===== src/rtl/output_port_scheduler.sv =====
// Four-input wormhole output scheduler: round-robin grant on packet heads,
// packet lock until tail, and credit-based flow control toward the downstream buffer.
module output_port_scheduler #(
  parameter int flitWidth = 8,
  parameter int CREDITS   = 4
) (
  input  logic                 clk,
  input  logic                 rst_n,
  input  logic [3:0]           in_valid,
  input  logic [3:0]           in_head,
  input  logic [3:0]           in_tail,
  input  logic [flitWidth-1:0] in_flit0,
  input  logic [flitWidth-1:0] in_flit1,
  input  logic [flitWidth-1:0] in_flit2,
  input  logic [flitWidth-1:0] in_flit3,
  input  logic                 credit_return,
  output logic [3:0]           port_block,
  output logic [1:0]           mux_select,
  output logic                 out_valid,
  output logic [flitWidth-1:0] out_flit,
  output logic                 busy
);

  typedef enum logic {IDLE, LOCKED} state_t;

  state_t               state_reg, state_next;
  logic [1:0]           ptr_reg, ptr_next;
  logic [1:0]           sel_reg, sel_next;
  logic [3:0]           credit_reg, credit_next;
  logic                 out_valid_reg;
  logic [flitWidth-1:0] out_flit_reg;

  logic [3:0][flitWidth-1:0] flits;
  logic [3:0]                cand;
  logic [1:0]                order [4];
  logic [3:0]                rot_cand;
  logic [1:0]                winner;
  logic                      xfer;

  assign flits = {in_flit3, in_flit2, in_flit1, in_flit0};
  assign cand  = in_valid & in_head;
  assign xfer  = (state_reg == LOCKED) && in_valid[sel_reg] && (credit_reg != 4'd0);

  // order[k] is the k-th port visited by the round-robin search starting after ptr
  genvar gi;
  generate
    for (gi = 0; gi < 4; gi++) begin : g_port
      assign order[gi]      = ptr_reg + 2'(gi + 1);
      assign rot_cand[gi]   = cand[order[gi]];
      assign port_block[gi] = !(xfer && (sel_reg == 2'(gi)));
    end
  endgenerate

  always_comb begin
    winner = order[0];
    for (int i = 3; i >= 0; i--) begin
      if (rot_cand[i]) winner = order[i];
    end
  end

  always_comb begin
    state_next = state_reg;
    sel_next   = sel_reg;
    ptr_next   = ptr_reg;
    case (state_reg)
      IDLE: begin
        if (|cand) begin
          state_next = LOCKED;
          sel_next   = winner;
        end
      end
      LOCKED: begin
        if (xfer && in_tail[sel_reg]) begin
          state_next = IDLE;
          ptr_next   = sel_reg;
        end
      end
      default: state_next = IDLE;
    endcase
  end

  // A returned credit at full count is dropped; simultaneous use and return cancel
  always_comb begin
    credit_next = credit_reg;
    case ({xfer, credit_return})
      2'b10:   credit_next = credit_reg - 4'd1;
      2'b01:   if (credit_reg != 4'(CREDITS)) credit_next = credit_reg + 4'd1;
      default: credit_next = credit_reg;
    endcase
  end

  always_ff @(posedge clk) begin
    if (!rst_n) begin
      state_reg     <= IDLE;
      ptr_reg       <= 2'd3;
      sel_reg       <= 2'd0;
      credit_reg    <= 4'(CREDITS);
      out_valid_reg <= 1'b0;
      out_flit_reg  <= '0;
    end else begin
      state_reg     <= state_next;
      ptr_reg       <= ptr_next;
      sel_reg       <= sel_next;
      credit_reg    <= credit_next;
      out_valid_reg <= xfer;
      if (xfer) out_flit_reg <= flits[sel_reg];
    end
  end

  assign mux_select = sel_reg;
  assign out_valid  = out_valid_reg;
  assign out_flit   = out_flit_reg;
  assign busy       = (state_reg == LOCKED);

endmodule

===== config.mk =====
export PLATFORM = sky130hd
export DESIGN_NAME = output_port_scheduler
export DESIGN_NICKNAME = d
export VERILOG_FILES = /design/src/rtl/output_port_scheduler.sv
export SDC_FILE = /design/constraint.sdc
export NUM_CORES = 1
export LEC_CHECK = 0
export BUFFER_PORTS_ARGS = -buffer_cell sky130_fd_sc_hd__buf_2
export CELL_PAD_IN_SITES_DETAIL_PLACEMENT = 0
export CELL_PAD_IN_SITES_GLOBAL_PLACEMENT = 1
export CORE_MARGIN = 2
export CORE_UTILIZATION = 31
export DETAILED_ROUTE_END_ITERATION = 10
export GPL_TIMING_DRIVEN = 0
export PLACE_DENSITY = 0.9
export SKIP_CTS_REPAIR_TIMING = 1
export SLEW_MARGIN = 20
export SYNTH_ARGS = -nofsm -noshare
export SYNTH_HDL_FRONTEND = slang
export SYNTH_SLANG_ARGS = --single-unit

===== constraint.sdc =====
create_clock -name clk -period 3.81 [get_ports clk]
set_input_delay 0.1905 -clock clk [delete_from_list [all_inputs] [get_ports clk]]
set_output_delay 0.1905 -clock clk [all_outputs]
set_load 0.02 [all_outputs]

==> flow_metrics.env <==
export IMPL_synthCells=120
export IMPL_fin_nets=237
export IMPL_synth_area_um2=1160
export IMPL_vias=1185
export IMPL_layout_commonest_cell="buf_2"
export IMPL_yosysSeqAreaShare_pct=31.0
export IMPL_worst_setup_path_type="reg2reg"
export IMPL_ir_drop_mv=0.131
export IMPL_netSwitchingFraction_pct=34.5
export IMPL_pwr_share_seq_pct=38.1
export IMPL_hold_start="rst_n"
export IMPL_fin_crit_sh_pct=79.0
export IMPL_multi_input_area_um2=767
export IMPL_die_w_um=65.2
export IMPL_area_growth_pct=35.5
export IMPL_critPathCaptureType="flop"
export IMPL_drt_vias_per_instance=5.09
export IMPL_synth_seq_cells=18
export IMPL_fp_coreArea_um2=3630
export IMPL_dr_pass1_iters=4
export IMPL_slowest_delay_ns=0.59
export IMPL_crit_start="mux_select[1]"
export IMPL_final_cell_mix="buf_2 (65), dfxtp_1 (18), nor2_1 (16)"
export IMPL_grt_pass1_wl_um=4480
export IMPL_ant_nets=0
export IMPL_dr_first_iter_drc_count=62
export IMPL_rsz0062_at_grt="false"
export IMPL_cts_buffers=3
export IMPL_cp_cell_sequence="mux4_2 -> nand3_4 -> buf_2 -> nand2_1 -> ha_1 -> a21o_1 -> a21o_1 -> or3_1 -> a21o_1 -> a21oi_1"
export IMPL_max_freq_mhz=332
export IMPL_maxSlewViolCount=0
export IMPL_wirelength_um=2920
export IMPL_comb_power_share_pct=41.4
export IMPL_grt_max_degree=11
export IMPL_setup_violations=0
export IMPL_initial_utilization_pct=32.0
export IMPL_cts_root_buf="clkbuf_8"
export IMPL_dieHeight_um=65.2
export IMPL_synth_top_flop_cell="dfxtp_1"
export IMPL_gp_congestion=0.814
export IMPL_p_int_w=0.000419
export IMPL_synth_fp_nets=170
export IMPL_powerDensity_nw_per_um2=407
export IMPL_power_switching_w=0.000221
export IMPL_r2r_start="mux_select[1]"
export IMPL_tritoncts="built"
export IMPL_diodes=0
export IMPL_h_tree_depth=1
export IMPL_ioPinCount=63
export IMPL_whs_ns=0.167
export IMPL_tightestPinTransition_ns=0.535
export IMPL_fillers=402
export IMPL_largest_reg_flops=8
export IMPL_clock_skew_ns=0.00507
export IMPL_synth_edf_count=0
export IMPL_status="finished, final reports clean"
export IMPL_clk_latency_ns=0.25
export IMPL_cp_start_kind="flop"
export IMPL_min_path_type="in2reg"
export IMPL_clock_sinks=18
export IMPL_yosys_warnings=0
export IMPL_hpwlAfterDp_um=2310
export IMPL_fp_row_count=22
export IMPL_synth_async_reset_ratio_pct=0
export IMPL_grt_pass1_vias=1034
export IMPL_path_clk_slew_ns=0.06
export IMPL_cp_data_required_time_ns=3.99
export IMPL_gr_total_overflow=0
export IMPL_numPortBuffers=62
export IMPL_crit_fanout=10
export IMPL_drive_above_1_share_pct=44.3
export IMPL_setup_tns_ns=0
export IMPL_crit_slowest_cell="mux4_2"
export IMPL_drc=0
export IMPL_critPathArrivalTime_ns=3.19
export IMPL_power_frac_clock_pct=20.5
export IMPL_cpMostUsedCell="a21o_1"
export IMPL_yosys_cell_types_count=31
export IMPL_leakage_nw=0.761
export IMPL_finalHoldViolations=0
export IMPL_dieArea_um2=4250
export IMPL_clockBufferDepth=2
export IMPL_final_seq_area_um2=360
export IMPL_layout_min_cycle_time_ns=3.01
export IMPL_grt_usage_pct=13.6
export IMPL_avgSynthCellArea_um2=9.68
export IMPL_max_cap_violations=0
export IMPL_wl_per_cell_um=12.5
export IMPL_slew_headroom_pct=64.4
export IMPL_antenna_found_initial=0
[worst max-delay path, delay by kind of cell, from the launching register on]
family	cells	cell delay, ns
flops	1	0.45
fa+ha+maj	1	0.29
compound gates	4	0.66
mux	1	0.59
buf+inv	1	0.29
simple gates	3	0.66
[power groups by stage]
stage	clock, W	combinational (W)	sequential, W
after floorplan	0	0.000178	0.000259
after global placement	0	0.000262	0.000248
after detailed placement	0	0.000264	0.000248
after CTS	0.000133	0.000267	0.000245
after global routing	0.000143	0.000292	0.000250
final	0.000131	0.000265	0.000244
[kinds of logic after synthesis]
logic type,synth area share (%)
XOR/XNOR,1.51
multiplexers,28.0
AND/OR/NAND/NOR,18.2
AO/OA/AOI/OAI,14.4
buffers and inverters,2.91
adder cells (fa/ha/maj),3.88
flip-flops,31.0
[through the flow]
step                      utilization [%]  power (W)  cell area, um2  cells  setup WS, ns
final                                43.3   0.000640            1570    233         0.801
after detailed placement             42.1   0.000513            1530    230         0.809
after CTS                            43.3   0.000644            1570    233         0.769
after global placement               42.1   0.000510            1530    230         0.826
after global routing                 43.3   0.000686            1570    233         0.570
after floorplan                         -   0.000437            1160    120         0.903
[per-layer routing]
layer / share of wire, % / track usage [%] / wire length, um / up-vias
li1: - / - / - / 584
met1: 45 / 18.1 / 1300 / 562
met2: 50 / 22.1 / 1460 / 35
met3: 4.2 / 1.88 / 123 / 4
met4: 1.2 / 5.47 / 34 / 0
met5: 0 / 0 / 0 / -
[path summary, 6_finish.rpt]
check             endpoint  slack, ns  depth (start not counted)
min          credit_reg[2]       0.17                          2
min reg2reg    out_flit[1]       0.49                          2
max          credit_reg[3]       0.80                         10
max reg2reg  credit_reg[3]       0.80                         10
[Yosys cell counts, types with 2 or more instances]
library cell / instances / area [um2]
nand3_1: 4 / 20.0
dfxtp_1: 18 / 360
mux4_2: 10 / 225
clkbuf_1: 2 / 7.51
mux2i_1: 10 / 100
nor2_1: 16 / 60.1
xnor2_1: 2 / 17.5
or3_1: 3 / 18.8
a211oi_1: 2 / 15.0
buf_2: 3 / 15.0
o21ai_0: 2 / 10.0
nand2_1: 14 / 52.6
ha_1: 2 / 25.0
a21o_1: 3 / 22.5
nand2b_1: 2 / 12.5
inv_1: 2 / 7.51
nand4_1: 2 / 12.5
a21oi_1: 9 / 45.0
a31oi_1: 2 / 12.5
[area by class of cell]
type / instances / area share (%)
buffer: 6 / 1.67
multi-input combinational: 94 / 48.8
clock buffer: 3 / 2.63
tap: 48 / 3.82
timing repair buffer: 62 / 19.7
inverter: 2 / 0.477
sequential: 18 / 22.9
Note: power is estimated with default switching activity, not from simulation.
